### config.mk
export PLATFORM = sky130hd
export DESIGN_NAME = spram_loader
export DESIGN_NICKNAME = d
export VERILOG_FILES = /design/src/rtl/spram_loader_pkg.sv /design/src/rtl/spram_loader.sv
export SDC_FILE = /design/constraint.sdc
export NUM_CORES = 1
export LEC_CHECK = 0
export CORE_AREA = 8 8 105 107
export DETAILED_ROUTE_END_ITERATION = 6
export DIE_AREA = 0 0 113 115
export GPL_ROUTABILITY_DRIVEN = 0
export HOLD_SLACK_MARGIN = 0.1
export PLACE_DENSITY_LB_ADDON = 0.25
export SYNTH_ARGS = -nofsm -noshare
export SYNTH_HDL_FRONTEND = slang
export SYNTH_SLANG_ARGS = --single-unit
### constraint.sdc
create_clock -name clk -period 5.9 [get_ports clk]
set_clock_uncertainty 0.1 [all_clocks]
set_input_delay 1.475 -clock clk [delete_from_list [all_inputs] [get_ports clk]]
set_output_delay 1.475 -clock clk [all_outputs]
set_load 0.01 [all_outputs]
### src/rtl/spram_loader_pkg.sv
// Shared types and constants for the SPRAM byte-stream loader/dumper.
package spram_loader_pkg;

  localparam int unsigned BYTES_PER_WORD = 4;

  typedef enum logic [2:0] {
    IDLE,
    FILL,
    WRITE,
    WAIT_W,
    READ,
    WAIT_R,
    DRAIN,
    DONE
  } state_t;

endpackage

### src/rtl/spram_loader.sv
// Byte-stream initiator for the single-port RAM bus: packs bytes into words
// on load, unpacks words into bytes on dump.
module spram_loader
  import spram_loader_pkg::*;
#(
  parameter int unsigned ADDR_W = 15,
  parameter int unsigned LEN_W  = 17
) (
  input  logic              clk,
  input  logic              reset_n_i,
  input  logic              start_i,
  input  logic              dir_i,
  input  logic [ADDR_W-1:0] base_addr_i,
  input  logic [LEN_W-1:0]  len_i,
  output logic              busy_o,
  output logic              done_o,
  input  logic [7:0]        in_data_i,
  input  logic              in_valid_i,
  output logic              in_ready_o,
  output logic [7:0]        out_data_o,
  output logic              out_valid_o,
  input  logic              out_ready_i,
  output logic              sel_o,
  output logic              wr_en_o,
  output logic [3:0]        wr_mask_o,
  output logic [ADDR_W-1:0] address_o,
  output logic [31:0]       data_o,
  input  logic [31:0]       data_i,
  input  logic              ack_i
);

  state_t            state, state_nx;
  logic [ADDR_W-1:0] addr_q;
  logic [LEN_W-1:0]  rem_q;
  logic [31:0]       shreg_q;
  logic [1:0]        lane_q;

  logic in_hs, out_hs, last_byte;

  assign in_hs     = (state == FILL) && in_valid_i;
  assign out_hs    = (state == DRAIN) && out_ready_i;
  // Word boundary: fourth lane handled, or this byte is the last of the transfer.
  assign last_byte = (lane_q == 2'(BYTES_PER_WORD - 1)) || (rem_q == LEN_W'(1));

  always_ff @(posedge clk) begin
    if (!reset_n_i) state <= IDLE;
    else            state <= state_nx;
  end

  always_comb begin
    state_nx = state;
    case (state)
      IDLE:    if (start_i) state_nx = (len_i == '0) ? DONE : (dir_i ? READ : FILL);
      FILL:    if (in_hs && last_byte) state_nx = WRITE;
      WRITE:   state_nx = WAIT_W;
      WAIT_W:  if (ack_i) state_nx = (rem_q == '0) ? DONE : FILL;
      READ:    state_nx = WAIT_R;
      WAIT_R:  if (ack_i) state_nx = DRAIN;
      DRAIN:   if (out_hs && last_byte) state_nx = (rem_q == LEN_W'(1)) ? DONE : READ;
      DONE:    state_nx = IDLE;
      default: state_nx = IDLE;
    endcase
  end

  // Packer and unpacker share the shift register and the lane counter.
  always_ff @(posedge clk) begin
    if (!reset_n_i) begin
      addr_q  <= '0;
      rem_q   <= '0;
      shreg_q <= '0;
      lane_q  <= '0;
    end else begin
      case (state)
        IDLE: if (start_i) begin
          addr_q  <= base_addr_i;
          rem_q   <= len_i;
          shreg_q <= '0;
          lane_q  <= '0;
        end
        FILL: if (in_hs) begin
          shreg_q[{lane_q, 3'b000} +: 8] <= in_data_i;
          lane_q <= lane_q + 2'd1;
          rem_q  <= rem_q - LEN_W'(1);
        end
        WAIT_W: if (ack_i) begin
          addr_q  <= addr_q + ADDR_W'(1);
          shreg_q <= '0;
          lane_q  <= '0;
        end
        WAIT_R: if (ack_i) begin
          shreg_q <= data_i;
          lane_q  <= '0;
        end
        DRAIN: if (out_hs) begin
          shreg_q <= {8'h00, shreg_q[31:8]};
          lane_q  <= lane_q + 2'd1;
          rem_q   <= rem_q - LEN_W'(1);
          if (last_byte) addr_q <= addr_q + ADDR_W'(1);
        end
        default: ;
      endcase
    end
  end

  // lane_q wraps to 0 after a full word, so 0 in WRITE means four lanes.
  always_comb begin
    wr_mask_o = '0;
    if (state == WRITE) begin
      case (lane_q)
        2'd0:    wr_mask_o = 4'b1111;
        2'd1:    wr_mask_o = 4'b0001;
        2'd2:    wr_mask_o = 4'b0011;
        default: wr_mask_o = 4'b0111;
      endcase
    end
  end

  assign busy_o      = (state != IDLE);
  assign done_o      = (state == DONE);
  assign in_ready_o  = (state == FILL);
  assign out_valid_o = (state == DRAIN);
  assign out_data_o  = (state == DRAIN) ? shreg_q[7:0] : '0;
  assign sel_o       = (state == WRITE) || (state == READ);
  assign wr_en_o     = (state == WRITE);
  assign address_o   = addr_q;
  assign data_o      = (state == WRITE) ? shreg_q : '0;

endmodule

# Word-level counts from Yosys, hierarchy flattened
# Cells that the tools add are included.
# classes
mux	35
shift	2
eq_ne	20
reduce_logical	21
n_addsub	4
# op_table
op	count
2-to-1 mux 32 bit	6
case mux 32 bit (5 select lines)	1
2-to-1 mux 15 bit	4
2-to-1 mux 17 bit	3
case mux 17 bit (3 select lines)	1
case mux 15 bit (3 select lines)	1
zero test 17 bit	2
bitwise mux 32 bit	1
variable shift 8 x 7 -> 32 bit (first input constant)	1
indexed part select 8 x 7 -> 32 bit	1
2-to-1 mux 3 bit	8
case mux 3 bit (8 select lines)	1
== test 17 x 1 -> 1 bit (second input constant)	1
subtractor 17 x 1 -> 17 bit (second input constant)	1
adder 15 x 1 -> 15 bit (second input constant)	1
AND reduction 5 bit	3
== test 3 bit (second input constant)	4
!= test 2 x 1 -> 1 bit (second input constant)	6
case mux 4 bit (3 select lines)	1
2-to-1 mux 2 bit	5
nonzero test 3 bit	3
2-to-1 mux 8 bit	1
case mux 2 bit (4 select lines)	1
negator 5 -> 7 bit	1
16 further kinds	24
# totals
regBits	69
inputBits	79
out_inout_bits	65

# Depth between registers and ports, before layout
# Gate-level depths: netlist (run 1).
# depth
word_depth	5
mapped_depth	9

# Worst setup path after synthesis (run 1)
# OpenSTA, ideal clock, no wires.
# synth_path
path_type	flip-flop to output port
from	register state[1]
to	output port out_data_o[0]
arrival_time_ns	1.461
stages_incl_launch_ff	7
slack_ns	2.864
path_cell_list	dfxtp_1 buf_2 nand3b_2 inv_1 buf_4 clkbuf_1 and2_1
# synth_via
elab_chain_len	2
# synth_rtl
item	line	source
start: declaration	spram_loader.sv:32	state_t state, state_nx;
start signal: assignment	spram_loader.sv:47	else state <= state_nx;
== test 3 bit	-	
via out_valid_o	spram_loader.sv:21	output logic out_valid_o,
2-to-1 mux 8 bit	spram_loader.sv:122	assign out_data_o = (state == DRAIN) ? shreg_q[7:0] : '0;
end: declaration	spram_loader.sv:20	output logic [7:0] out_data_o,
# The timed path passes the listed nets, and every way through them passes these cells.

# Final worst setup path (run 1)
# layout_path
from	register state[1]
to	output port out_data_o[6]
# layout_via
elab_chain_len	2
# layout_rtl
item	line
== test 3 bit	spram_loader.sv:122
2-to-1 mux 8 bit	spram_loader.sv:122
# Every way passes these cells.

==> results of run 1 <==
==> layout by cell type, fill, tap and decap left out, types with 11 or more instances in the layout <==
master           count
o21ai_0             27
o2bb2ai_1           29
dfxtp_1             69
o31ai_1             12
a22oi_1             17
o211ai_1            12
a21oi_1             27
nor2_1              54
ha_1                11
nand2_1             38
nor3_1              13
inv_1               22
and3_1              28
a211oi_1            11
a22o_1              19
clkdlybuf4s50_1    143
a222oi_1            24
==> logic make-up (layout without fill, tap and decap cells) <==
logic type / Yosys count / after routing
AO/OA/AOI/OAI: 220 / 220
XOR/XNOR: 2 / 2
adder cells (fa/ha/maj): 11 / 11
buffers and inverters: 71 / 186
flip-flops: 69 / 69
multiplexers: 3 / 3
AND/OR/NAND/NOR: 203 / 203
==> critical path, delay by kind of cell, from the launching register on <==
kind	cells	cell delay [ps]
AND/OR/NAND/NOR	2	570
buffers and inverters	2	1210
flip-flops	1	850
==> power by group <==
group	internal [uW]	switching (uW)
Sequential	571	177
Combinational	532	787
Clock	146	179
Total	1250	1140
==> stage by stage <==
| step | util, % | worst slack, ps | instance area, um^2 | instances |
|---|---|---|---|---|
| 4_1_cts | 66.44 | 1397 | 6285 | 808 |
| 2_1_floorplan | - | 2864 | 4745 | 579 |
| 5_1_grt | 66.44 | 1165 | 6285 | 808 |
| 3_5_place_dp | 64.89 | 1770 | 6138 | 794 |
| 6_report | 66.44 | 1339 | 6285 | 808 |
| 3_3_place_gp | 64.89 | 1818 | 6138 | 794 |
==> cell type report <==
class | instances | share of cell area (%)
tap | 114 | 2.270
clock inverter | 3 | 0.2389
multi-input combinational | 439 | 48.54
clock buffer | 11 | 2.090
timing repair buffer | 148 | 23.37
inverter | 24 | 1.513
sequential | 69 | 21.98
==> sequential cells by signal, indices dropped and copies added (netlist names) <==
name and cells:
shreg_q 32, rem_q 17, address_o 15, state 3, lane_q 2
==> routing by layer <==
metal  global-route usage [%]  share of wire [%]
met3                    6.985                9.7
met2                    41.71                 48
met1                    31.98                 41
met4                    8.703                1.9
met5                        0                  0
==> how the worst max path moves through the flow <==
stage | endpoint | slack, ps | start
after global placement | out_data_o[7] | 1820 | state[1]
after detailed placement | out_data_o[6] | 1770 | state[1]
after CTS | out_data_o[6] | 1400 | state[1]
after floorplan | out_data_o[0] | 2860 | state[1]
after global routing | out_data_o[3] | 1170 | state[1]
final | out_data_o[6] | 1340 | state[1]
==> impl_metrics.py, run 1 <==
metrics = {
    "run_status": {
        "outcome": "complete, no violations",
    },
    "critical_path": {
        "critPathArrivalTime_ps": 2990,
        "critPathSlowestCell": "dfxtp_1",
        "startpoint_type": "register",
        "cp_slowest_stage_delay_ps": 850,
        "worstSetupEndpointType": "primary output",
        "cp.required_ps": 4320,
        "r2r_setup_slack_ps": 2540,
        "reg2reg_depth": 7,
        "worstReg2RegStart": "state[1]",
        "r2r-end": "rem_q[16]",
        "crit_type": "reg -> out",
        "crit_chain": "nand3b_2, inv_1, and2_1, clkdlybuf4s50_1",
        "path_max_fanout": 26,
    },
    "floorplan": {
        "pin_count": 144,
        "die_h_um": 115,
        "coreArea_um2": 9459,
        "dieArea_um2": 13000,
        "die_x_um": 113,
        "row_count": 36,
        "start_util_pct": 50.16,
    },
    "power_and_ir_drop": {
        "finalPower_uw": 2392,
        "ir_drop_mv": 0.1851,
        "p_leak_uw": 0.002228,
        "powerDensity_nw_per_um2": 380.5,
    },
    "grt": {
        "grt-ovfl-total": 0,
        "grt_use_total_pct": 25.60,
        "antenna_found_initial": 0,
        "grt_max_degree": 35,
        "grt_pass1_wl_mm": 27.63,
        "grt_pass1_vias": 5466,
    },
    "sta": {
        "timing.fmax_ghz": 0.2193,
        "slew_headroom_pct": 14.39,
        "tightest_slew_ps": 1280,
        "min_period_over_period_pct": 77.30,
        "setup_tns_ps": 0,
        "rsz0062_at_grt": "no",
        "hold_viol": 0,
        "post-route-min-period_ps": 4561,
        "setup_viol": 0,
        "holdWs_ps": 384.5,
        "drv_slew": 0,
    },
    "clocking": {
        "clock_path_buffers": 2,
        "cts-root-buf": "clkbuf_8",
        "cts.repair.resized": 0,
        "htreeDepth": 3,
        "ctsHoldBuffers": 0,
        "cts_tree": "built",
        "path_clk_slew_ps": 80,
        "postCtsSetupBuffers": 0,
        "cts_sinks": 69,
        "clk_latency_ps": 340,
        "cts_buffers": 9,
    },
    "final_layout": {
        "fin_nets": 781,
        "multi_input_area_um2": 3050,
        "diodes": 0,
        "synthToLayoutAreaGrowth_pct": 32.46,
        "drive_gt1_share_pct": 7.061,
        "fillerInstances": 809,
        "ff_latch_area_um2": 1381,
    },
    "routing": {
        "vias": 5406,
        "detail-route-antenna-nets": 0,
        "route.detailed.drc": 0,
        "drtIter0Drc": 526,
        "wl_per_cell_um": 20.79,
        "drt-pass1-iter-count": 7,
        "vias_per_cell": 6.691,
        "wirelength_mm": 16.80,
    },
    "yosys": {
        "synth-simple-area-share_pct": 23.79,
        "synthTopCellsByArea": "dfxtp_1 (29%), o2bb2ai_1 (5.4%), a222oi_1 (5.1%), nor2_1 (4.3%), and3_1 (3.7%)",
        "syn-cell-area_um2": 4745,
        "yosysMostFrequentCell": "dfxtp_1",
        "synth_top_family_by_area": "compound AO/OA/AOI/OAI gates",
        "ys_seq_area_share_pct": 29.11,
        "yosys_warnings": 0,
        "syn_area_per_cell_um2": 8.194,
        "ys.flop_type": "dfxtp_1",
        "synth_edf_count": 0,
        "synthXorXnorAreaFrac_pct": 0.3692,
        "synth_common_cells": "dfxtp_1 (69), nor2_1 (54), nand2_1 (38)",
        "synth_top_area_share_pct": 29.11,
        "synth_seq_cells": 69,
        "synth_top_cell_by_area": "dfxtp_1",
        "synth.distinct_cells": 78,
        "synth_mux_area_share_pct": 0.6593,
        "synthesis.nets": 669,
        "synth-compound-area-share_pct": 36.45,
        "ys_async_sr_fraction_pct": 0,
        "synth-adder-area-share_pct": 2.901,
        "netlist_instances": 579,
    },
    "place": {
        "portBuffers": 143,
        "dpl.hpwl_mm": 12.15,
    },
    "min_path": {
        "worstHoldStart": "shreg_q[28]",
        "hp-class": "reg -> reg",
        "whs_path_depth": 1,
        "worstHoldEndpoint": "shreg_q[28]",
    },
    "run": {
        "drv_cap": 0,
    },
}
Note: power is estimated with default switching activity, not from simulation.
==> inputs of run 2 (changes only) <==
CORE_AREA = 8 8 115 117   (was 8 8 105 107)
DIE_AREA = 0 0 123 125   (was 0 0 113 115)
clock period = 3.8 ns   (was 5.9 ns; I/O delays follow)
==> run 2 against run 1 <==
- the run now ends with DRC left
- sequential cell count unchanged
- routed wire length up 7.7%
- sequential power rose by 48%
- sequential share of layout area down 0.85 points
- final cell count up 5.4%
- design area is 4.0% higher
- combinational power is 63% higher
- utilization is 10 points lower
- largest power group unchanged
- register-to-register slack worse by 1500 ps
- first-iteration DRC count increased by 55%
- global-route usage down 2.5 points
- die area grew 18%
==> impl_metrics.py, run 2 (synthesis gave the netlist of run 1 again) <==
metrics = {
    "run_status": {
        "outcome": "finished, violations left",
        "violations": "DRC",
    },
    "grt": {
        "grt-ovfl-total": 0,
        "grt_use_total_pct": 23.06,
        "antenna_found_initial": 0,
        "grt_pass1_vias": 5486,
        "grt_max_degree": 35,
        "grt_pass1_wl_mm": 28.65,
    },
    "clocking": {
        "cts-root-buf": "clkbuf_16",
        "ctsHoldBuffers": 0,
        "path_clk_slew_ps": 60,
        "clk_latency_ps": 340,
        "cts_tree": "built",
        "clock_path_buffers": 2,
        "cts_buffers": 9,
        "cts.repair.resized": 0,
        "postCtsSetupBuffers": 0,
        "htreeDepth": 3,
        "cts_sinks": 69,
    },
    "final_layout": {
        "largest_register_ffs": 32,
        "layoutNonFillerInstCount": 852,
        "diodes": 0,
        "fin_area_um2": 6539,
        "largest_register": "shreg_q",
        "final_cell_mix": "clkdlybuf4s50_1 (143), dfxtp_1 (69), nor2_1 (54)",
        "synthToLayoutAreaGrowth_pct": 37.82,
        "fin_nets": 790,
        "final_common_cell": "clkdlybuf4s50_1",
        "drive_gt1_share_pct": 8.652,
    },
    "critical_path": {
        "cp.required_ps": 2750,
        "critPathSlowestCell": "clkdlybuf4s50_1",
        "worstSetupEndpointType": "primary output",
        "path_max_fanout": 25,
        "startpoint_type": "register",
        "critPathArrivalTime_ps": 2260,
        "crit_chain": "buf_4, nand2_1, inv_1, clkdlybuf4s50_1",
        "cp_slowest_stage_delay_ps": 590,
        "crit_type": "reg -> out",
        "r2r_setup_slack_ps": 1080,
    },
    "place": {
        "place_inst": 836,
        "dpl_cell_area_um2": 6260,
        "dpl.hpwl_mm": 12.77,
        "post-place-ws_ps": 548.1,
        "portBuffers": 143,
    },
    "floorplan": {
        "pin_count": 144,
        "start_util_pct": 40.86,
        "coreArea_um2": 11610,
        "row_count": 40,
        "die_x_um": 123,
        "die_h_um": 125,
        "dieArea_um2": 15380,
    },
    "sta": {
        "tightest_slew_ps": 1007,
        "drv_slew": 0,
        "setup_tns_ps": 0,
        "setup_viol": 0,
        "min_period_over_period_pct": 87.09,
        "setup_ws_ps": 490.5,
        "timing.fmax_ghz": 0.3022,
        "rsz0062_at_grt": "no",
        "slew_headroom_pct": 32.72,
        "hold_viol": 0,
        "post-route-min-period_ps": 3309,
    },
    "routing": {
        "wirelength_mm": 18.10,
        "wl_per_cell_um": 21.25,
        "route.detailed.drc": 12,
        "vias": 5505,
        "detail-route-antenna-nets": 0,
        "drt-pass1-iter-count": 7,
        "drtIter0Drc": 815,
        "vias_per_cell": 6.461,
    },
    "power_and_ir_drop": {
        "ir_drop_mv": 0.3529,
        "finalPower_uw": 4075,
        "powerDensity_nw_per_um2": 623.1,
        "p_leak_uw": 0.002335,
    },
    "min_path": {
        "hp-class": "reg -> reg",
    },
    "run": {
        "drv_cap": 0,
    },
}
[run 2: changes by cell type in the layout (fill, tap and decap cells not counted)]
cell / before / now
clkbuf_8: 9 / 2
buf_12: 0 / 1
buf_4: 5 / 13
clkbuf_1: 2 / 1
clkbuf_16: 0 / 9
clkinvlp_4: 0 / 1
[run 2: worst max-delay path: cells and delay by family, from the launching register on]
family / cells / cell delay [ps]
simple gates: 1 / 350
flops: 1 / 380
buf+inv: 3 / 1190
[run 2: where the power goes]
part | internal, uW | switching, uW | leakage, uW
clock | 474 | 333 | 0.000138
combinational | 863 | 1290 | 0.00163
sequential | 888 | 226 | 0.000562
[run 2: layout make-up]
class                      count  area (um^2)
tap                          147        183.9
clock inverter                 4        22.52
sequential                    69         1381
multi-input combinational    439         3050
inverter                      24        95.09
timing repair buffer         157         1549
fill                        1076         5072
clock buffer                  12        256.5
[run 2: path summary, 6_finish.rpt]
check | start | end | cells past startpoint
max | state[1] | wr_en_o | 4
min reg2reg | shreg_q[11] | shreg_q[11] | 1
min | shreg_q[11] | shreg_q[11] | 1
max reg2reg | state[1] | shreg_q[21] | 6
[run 2: stage by stage]
stage | hold WS (ps) | util [%]
4_1_cts | 391.1 | 56.31
3_5_place_dp | 383.3 | 53.91
2_1_floorplan | 344.8 | -
6_report | 391.1 | 56.31
3_3_place_gp | 369.0 | 53.91
5_1_grt | 404.0 | 56.31
[run 2: metal layers]
metal	routed length, um	GRT usage [%]	up-vias
met2	8458	36.03	346
met3	1976	8.641	46
met4	429	8.575	0
met5	0	0	-
li1	-	-	2510
met1	7237	28.09	2603
